===== config.mk =====
export PLATFORM = sky130hd
export DESIGN_NAME = issue_dispatch
export DESIGN_NICKNAME = d
export VERILOG_FILES = /design/src/rtl/issue_pkg.sv /design/src/rtl/rs_alloc.sv /design/src/rtl/issue_dispatch.sv
export SDC_FILE = /design/constraint.sdc
export NUM_CORES = 1
export LEC_CHECK = 0
export BUFFER_PORTS_ARGS = -buffer_cell sky130_fd_sc_hd__buf_2
export CORE_MARGIN = 8
export CORE_UTILIZATION = 45
export CTS_BUF_LIST = sky130_fd_sc_hd__clkbuf_8
export DETAILED_ROUTE_END_ITERATION = 6
export PLACE_DENSITY = 0.75
export SYNTH_ARGS = -nofsm -noshare
export SYNTH_HDL_FRONTEND = slang
export SYNTH_SLANG_ARGS = --single-unit

===== constraint.sdc =====
create_clock -name clk -period 2.5 [get_ports clk]
set_input_delay 0 -clock clk [delete_from_list [all_inputs] [get_ports clk]]
set_output_delay 0 -clock clk [all_outputs]
set_load 0.01 [all_outputs]

===== src/rtl/issue_pkg.sv =====
// issue_pkg: shared class encoding, tag width default and issue payload type
package issue_pkg;
  typedef enum logic [1:0] {CLS_ADD, CLS_MUL, CLS_LOAD, CLS_STORE} cls_e;
  localparam int TAG_W_DEF = 2;
  typedef struct packed {
    logic [31:0] instr;
    logic [2:0]  alu_ctrl;
    logic        imm;
    cls_e        cls;
  } payload_t;
endpackage


===== src/rtl/rs_alloc.sv =====
// rs_alloc: per-class busy mask with lowest-free allocation, release and free count
module rs_alloc #(
  parameter int N     = 3,
  parameter int TAG_W = 2
) (
  input  logic             clk,
  input  logic             rst_n,
  input  logic             flush,
  input  logic             alloc,
  input  logic             rel,
  input  logic [TAG_W-1:0] rel_idx,
  output logic             any_free,
  output logic [TAG_W-1:0] free_idx,
  output logic [TAG_W:0]   free_cnt
);
  logic [N-1:0] busy, busy_nxt;
  always_comb begin
    any_free = 1'b0;
    free_idx = '0;
    free_cnt = '0;
    busy_nxt = busy;
    for (int i = N - 1; i >= 0; i--) begin
      any_free = any_free | !busy[i];
      free_idx = !busy[i] ? TAG_W'(i) : free_idx;
      free_cnt = free_cnt + (TAG_W+1)'(!busy[i]);
    end
    for (int i = 0; i < N; i++) begin
      busy_nxt[i] = (rel && rel_idx == TAG_W'(i)) ? 1'b0 : busy_nxt[i];
      busy_nxt[i] = (alloc && free_idx == TAG_W'(i)) ? 1'b1 : busy_nxt[i];
    end
  end
  always_ff @(posedge clk or negedge rst_n) begin
    if (!rst_n) busy <= '0;
    else if (flush) busy <= '0;
    else busy <= busy_nxt;
  end
endmodule


===== src/rtl/issue_dispatch.sv =====
// issue_dispatch: single issue register allocating RS/LSQ entries and dispatching tagged instructions
module issue_dispatch
  import issue_pkg::*;
#(
  parameter int ADD_N = 3,
  parameter int MUL_N = 2,
  parameter int LSQ_N = 3,
  parameter int TAG_W = TAG_W_DEF
) (
  input  logic             clk,
  input  logic             rst_n,
  input  logic             flush,
  input  logic             in_valid,
  output logic             in_ready,
  input  logic [31:0]      in_instr,
  input  logic [2:0]       in_alu_ctrl,
  input  logic             in_imm,
  input  logic             in_load,
  input  logic             in_store,
  input  logic             in_add,
  input  logic             in_mul,
  output logic             disp_valid,
  output logic [1:0]       disp_cls,
  output logic [TAG_W-1:0] disp_tag,
  output logic [31:0]      disp_instr,
  output logic [2:0]       disp_alu_ctrl,
  output logic             disp_imm,
  input  logic             add_rel,
  input  logic             mul_rel,
  input  logic             lsq_rel,
  input  logic [TAG_W-1:0] add_rel_idx,
  input  logic [TAG_W-1:0] mul_rel_idx,
  input  logic [TAG_W-1:0] lsq_rel_idx,
  output logic [TAG_W:0]   add_free_cnt,
  output logic [TAG_W:0]   mul_free_cnt,
  output logic [TAG_W:0]   lsq_free_cnt,
  output logic [15:0]      stall_cycles
);
  payload_t         hold;
  logic             hold_valid, can_disp, capture, sel_free;
  logic             add_any, mul_any, lsq_any;
  logic [TAG_W-1:0] add_idx, mul_idx, lsq_idx;
  cls_e             in_cls;
  assign in_cls        = in_load ? CLS_LOAD : in_store ? CLS_STORE : in_mul ? CLS_MUL : CLS_ADD;
  assign sel_free      = hold.cls == CLS_ADD ? add_any : hold.cls == CLS_MUL ? mul_any : lsq_any;
  assign disp_tag      = hold.cls == CLS_ADD ? add_idx : hold.cls == CLS_MUL ? mul_idx : lsq_idx;
  assign can_disp      = hold_valid & sel_free;
  assign disp_valid    = can_disp & ~flush;
  assign in_ready      = ~hold_valid | can_disp;
  assign capture       = in_valid & in_ready & (in_load | in_store | in_add | in_mul);
  assign disp_cls      = hold.cls;
  assign disp_instr    = hold.instr;
  assign disp_alu_ctrl = hold.alu_ctrl;
  assign disp_imm      = hold.imm;
  always_ff @(posedge clk or negedge rst_n) begin
    if (!rst_n) begin
      hold_valid <= 1'b0;
      hold       <= '0;
    end else if (flush) begin
      hold_valid <= 1'b0;
    end else if (capture) begin
      hold_valid <= 1'b1;
      hold       <= '{instr: in_instr, alu_ctrl: in_alu_ctrl, imm: in_imm, cls: in_cls};
    end else if (can_disp) begin
      hold_valid <= 1'b0;
    end
  end
  always_ff @(posedge clk or negedge rst_n) begin
    if (!rst_n) stall_cycles <= '0;
    else if (hold_valid && !can_disp && !flush && stall_cycles != 16'hFFFF) stall_cycles <= stall_cycles + 16'd1;
  end
  rs_alloc #(.N(ADD_N), .TAG_W(TAG_W)) u_add (
    .clk(clk), .rst_n(rst_n), .flush(flush),
    .alloc(disp_valid && hold.cls == CLS_ADD),
    .rel(add_rel), .rel_idx(add_rel_idx),
    .any_free(add_any), .free_idx(add_idx), .free_cnt(add_free_cnt)
  );
  rs_alloc #(.N(MUL_N), .TAG_W(TAG_W)) u_mul (
    .clk(clk), .rst_n(rst_n), .flush(flush),
    .alloc(disp_valid && hold.cls == CLS_MUL),
    .rel(mul_rel), .rel_idx(mul_rel_idx),
    .any_free(mul_any), .free_idx(mul_idx), .free_cnt(mul_free_cnt)
  );
  rs_alloc #(.N(LSQ_N), .TAG_W(TAG_W)) u_lsq (
    .clk(clk), .rst_n(rst_n), .flush(flush),
    .alloc(disp_valid && (hold.cls == CLS_LOAD || hold.cls == CLS_STORE)),
    .rel(lsq_rel), .rel_idx(lsq_rel_idx),
    .any_free(lsq_any), .free_idx(lsq_idx), .free_cnt(lsq_free_cnt)
  );
endmodule


# Yosys cells after proc, flatten, opt, wreduce, memory -nomap -nowiden
# Cells that the tools add are included.
# totals
reg_bits	63
latch_bits	0
ram_bits	0
mem_bits_ro	0
input_bits	53
out_inout_bits	67
n_memories	0
# classes
add_sub_neg	6
multipliers	0
n_div	0
magnitude_cmp	0
eq_ne	14
shift	0
muxes	37
bitwise	15
reduce_logical	50
# op_table
cell	n
$reduce_bool 3->1	9
$mux 2	12
$mux 1	23
$logic_and 1x1->1	22
$add 16x1->16 const B	1
$ne 16x16->1 const B	1
$eq 2x1->1 const B	7
$logic_not 2->1	7
$eq 2x2->1 const B	6
$logic_not 1->1	10
$or 1x1->1	9
$add 1x1->2	3
$add 3x1->3	2
$mux 3	2
$and 1x1->1	4
$not 1->1	2
$reduce_and 2->1	1
$logic_or 1x1->1	1

# Longest topological paths before layout
# depth
ltp_word	11
depth_mapped	7
ltp_nobuf	5

# By module
# Synthesis repeated with hierarchy kept, for this count alone.
# unflattened
hier_cells	246
hier_area_um2	2959.1
# modules_own_cells
module	n_inst	cells_per_inst	area_per_inst_um2	seq_area_each_um2
issue_dispatch	1	182	2364.8	1376.3
rs_alloc (u_add ...)	2	23	215.2	75.1
rs_alloc (u_mul)	1	18	163.9	50.0

# Least setup slack after synthesis
# No wires, ideal clock.
# synth_path
path_type	flip-flop to flip-flop
start	register u_lsq.busy[1]
end	register hold (netlist bit disp_alu_ctrl[2])
setup_time_ns	0.125
t_arrival_ns	1.978
slack_ns	0.397
path_stages_with_launch	8
path_buffers	2
cell_sequence	dfrtp_1 -> ha_1 -> and3_1 -> or3_1 -> a21o_1 -> buf_6 -> buf_6 -> mux2_4
# synth_via
elab_chain_len	10
# synth_lines
item	line	source
start, declared	rs_alloc.sv:16	logic [N-1:0] busy, busy_nxt;
start signal, assigned	rs_alloc.sv:35	else busy <= busy_nxt;
$logic_not 1->1	rs_alloc.sv:23	any_free = any_free | !busy[i];
$or 1x1->1 (2 in a row)	rs_alloc.sv:23	
$mux 1 (2 in a row)	issue_dispatch.sv:45	assign sel_free = hold.cls == CLS_ADD ? add_any : hold.cls == CLS_MUL ? mul_any : lsq_any;
$and 1x1->1	issue_dispatch.sv:47	assign can_disp = hold_valid & sel_free;
$or 1x1->1	issue_dispatch.sv:49	assign in_ready = ~hold_valid | can_disp;
$and 1x1->1 (2 in a row)	issue_dispatch.sv:50	assign capture = in_valid & in_ready & (in_load | in_store | in_add | in_mul);
$reduce_and 2->1 (no line)	n/a	
end signal, assigned	issue_dispatch.sv:63	hold <= '{instr: in_instr, alu_ctrl: in_alu_ctrl, imm: in_imm, cls: in_cls};
end, declared	issue_dispatch.sv:39	payload_t hold;
# Every way passes these cells.
# A chain may end at the register's enable or synchronous reset.

# Worst setup path in the final report
# layout_path
start	register u_lsq.busy[1]
end	register hold (netlist bit disp_instr[29])
# Same word-level chain as after synthesis.

==> results.yml <==
run_status:
  outcome: "finished, final reports clean"
setup_path:
  r2r_start: "u_lsq.busy[1]$_DFFE_PN0P_"
  arrival_ns: 2.43
  crit_path_end_kind: "flip-flop"
  cp-start-kind: "flip-flop"
  worstPathRequired_ns: 2.72
  crit_fanout: 38
  path_class: "flip-flop to flip-flop"
  critPathLaunch: "u_lsq.busy[1]$_DFFE_PN0P_"
final_layout:
  drive_gt1_frac: 0.4343
  final_cell_area_mm2: 0.004511
  nets: 490
  num_antenna_cells: 0
  fillCellCount: 497
  finish.utilization: 0.6676
  fin_cells: 506
  area_growth_syn_to_layout_pct: 45.01
logic_synthesis:
  synth_top_family_by_area: "multiplexers"
  synth_seq_cells: 63
  synth.area.mux_share: 0.1673
  synth_compound_area_frac: 0.04988
  ys_types: 44
  async_reset_ff_frac: 1.000
  yosysWarnings: 0
  synth-xor-area-share: 0.03942
  synth-simple-area-share: 0.1247
  synth_fp_nets: 316
  synthAdderAreaFrac: 0.06919
  synth-main-ff-cell: "dfrtp_1"
  yosysSeqAreaShare: 0.5068
  synth_cells: 247
  synth_edf_count: 0
  netlist_area_mm2: 0.003110
  syn_avg_cell_area_um2: 12.59
power:
  switching_share: 0.2506
  powerDensity_mw_per_mm2: 611.3
  power_switching_uw: 690.9
  p_clk_frac: 0.391
  cellInternalPower_uw: 2066
  irDropWorstVdd_mv: 0.5019
  p_leak_uw: 0.002341
  combPwrFrac: 0.177
  seq_power_share: 0.432
min_path:
  min_from: "in_add"
  min_path_type: "input port to flip-flop"
die:
  coreArea_mm2: 0.006756
  die_h_um: 99.14
  die_width_um: 99.14
  ios: 120
  initial_core_util: 0.4604
  rows: 30
  dieArea_mm2: 0.009829
grt:
  grt_pass1_vias: 2797
  antenna_found_initial: 0
  track_usage: 0.1708
  grt_remaining_overflow: 0
  grt_max_degree: 48
  grt_pass1_wl_um: 13600
clocking:
  cts_tree: "yes"
  post-cts-setup-buffers: 0
  clock-sinks: 63
  cts_hold_buf: 46
  clock_path_buffers: 2
  cts_root_buf: "clkbuf_8"
  cts_htree_levels: 3
  clkTransAtPathRegs_ns: 0.07
  clock_latency_ns: 0.34
  cts_made_buffers: 9
  cts_resized: 0
drt:
  route.detailed.drc: 0
  num_vias: 2602
  routed_via_density: 5.142
  wl_per_cell_um: 15.81
  dr.pass1.iters: 4
  drt_iter0_drc: 84
  postRouteWirelength_um: 7999
  ant_nets: 0
placed_design:
  routabilityCongestion: 0.7602
  dp.cells: 444
  dp_hpwl_um: 5418
  port_buffers: 118
  dpl_cell_area_mm2: 0.003806
timing:
  finalSetupViolations: 0
  tns_ns: 0
  max_freq_ghz: 0.4521
  finClkSkew_ns: 0.005781
  rsz0062_at_grt: "no"
  worst_pin_slew_ns: 1.038
  final_hold_viol_count: 0
  max_slew_margin: 0.3081
  fin_crit_sh: 0.8847
  finalCriticalPeriod_ns: 2.212
  slew_violations: 0
run:
  maxCapViolCount: 0
## layer usage
| metal | vias up | global-route usage | part of all wire |
|---|---|---|---|
| li1 | 1223 | - | - |
| met1 | 1263 | 0.1939 | 0.42 |
| met2 | 101 | 0.2895 | 0.49 |
| met3 | 15 | 0.05936 | 0.066 |
| met4 | 0 | 0.06519 | 0.022 |
| met5 | - | 0 | 0 |
## layout by cell type (no fill, tap or decap), types with 5 or more instances in the layout
| cell type | instances |
|---|---|
| nor3b_1 | 5 |
| dfrtp_1 | 63 |
| ha_1 | 14 |
| clkbuf_8 | 9 |
| nand4_1 | 8 |
| nor4_1 | 7 |
| xor2_1 | 13 |
| dlygate4sd3_1 | 46 |
| mux2_2 | 20 |
| buf_2 | 118 |
| buf_4 | 6 |
| nor3_1 | 7 |
| nand2_1 | 12 |
| nand3_1 | 6 |
| inv_1 | 18 |
| mux2_4 | 19 |
| nor2_1 | 7 |
## per-stage QoR
step                      setup slack (ns)  total power [µW]  hold WS (ns)
final                               0.2883              2757       0.02372
after global routing                0.2278              2888       0.04196
after CTS                           0.2965              2786      0.008997
after detailed placement            0.3005              1642        0.2338
after global placement              0.3640              1628        0.2205
after floorplan                     0.3966              1431       -0.2956
## state kept, by name (all words and copies together), names as in the netlist
name           count
u_add.busy         3
stall_cycles      16
disp_instr        32
hold_valid         1
u_mul.busy         2
u_lsq.busy         3
disp_cls           2
disp_alu_ctrl      3
disp_imm           1
## cell usage after synthesis, types with 2 or more instances
master | count | area share
dfrtp_1 | 63 | 0.51
mux2_2 | 20 | 0.072
mux2_4 | 19 | 0.092
inv_1 | 18 | 0.022
ha_1 | 14 | 0.056
xor2_1 | 13 | 0.037
nand2_1 | 12 | 0.014
nand4_1 | 8 | 0.016
nor2_1 | 7 | 0.0084
nor3_1 | 7 | 0.011
nor4_1 | 7 | 0.014
nand3_1 | 6 | 0.0097
nor3b_1 | 5 | 0.012
and3_1 | 3 | 0.0060
buf_6 | 3 | 0.011
nor4b_1 | 3 | 0.0084
o21ai_0 | 3 | 0.0048
o31ai_1 | 3 | 0.0072
a21o_1 | 2 | 0.0048
a21oi_1 | 2 | 0.0032
a311oi_1 | 2 | 0.0056
a31o_2 | 2 | 0.0056
buf_4 | 2 | 0.0048
clkbuf_1 | 2 | 0.0024
fa_1 | 2 | 0.013
## final timing paths
kind,slack (ns),cells after the start,end
worst max-delay path,0.29,6,disp_instr[29]$_DFFE_PN0P_
worst min-delay path,0.02,4,hold_valid$_DFFE_PN0P_
worst max register to register,0.29,6,disp_instr[29]$_DFFE_PN0P_
worst min register to register,0.50,1,stall_cycles[10]$_DFFE_PN0P_
max in group asynchronous,1.37,3,disp_alu_ctrl[1]$_DFFE_PN0P_
min in group asynchronous,0.38,2,stall_cycles[10]$_DFFE_PN0P_
## power groups by stage
stage                     Sequential, µW  Combinational [µW]  Clock [µW]
after global placement              1200                 425           0
final                               1190                 488        1080
after CTS                           1190                 492        1110
after floorplan                     1250                 183           0
after detailed placement            1210                 436           0
after global routing                1210                 531        1150
## logic make-up after synthesis
kind of cell | Yosys count
and+or+nand+nor | 67
other | 1
buffers and inverters | 26
xor gates and xnor gates | 14
AOI/OAI and AO/OA | 20
DFF | 63
muxes | 40
adders and majority gates | 16
## worst max-delay path, stage by stage, from the launching register on
cell and delay [ns]:
dfrtp_1 0.47, ha_1 0.23, and3_1 0.18, or3_1 0.43
a21o_2 0.25, buf_12 0.18, mux2_4 0.33
## layout make-up
| class | count | area, µm² | area share |
|---|---|---|---|
| clock inverter | 7 | 120.1 | 0.02663 |
| inverter | 18 | 67.56 | 0.01498 |
| clock buffer | 9 | 123.9 | 0.02746 |
| tap | 80 | 100.1 | 0.02219 |
| sequential | 63 | 1577 | 0.3495 |
| multi-input combinational | 158 | 1406 | 0.3118 |
| timing repair buffer | 171 | 1116 | 0.2474 |
Note: power is estimated with default switching activity, not from simulation.
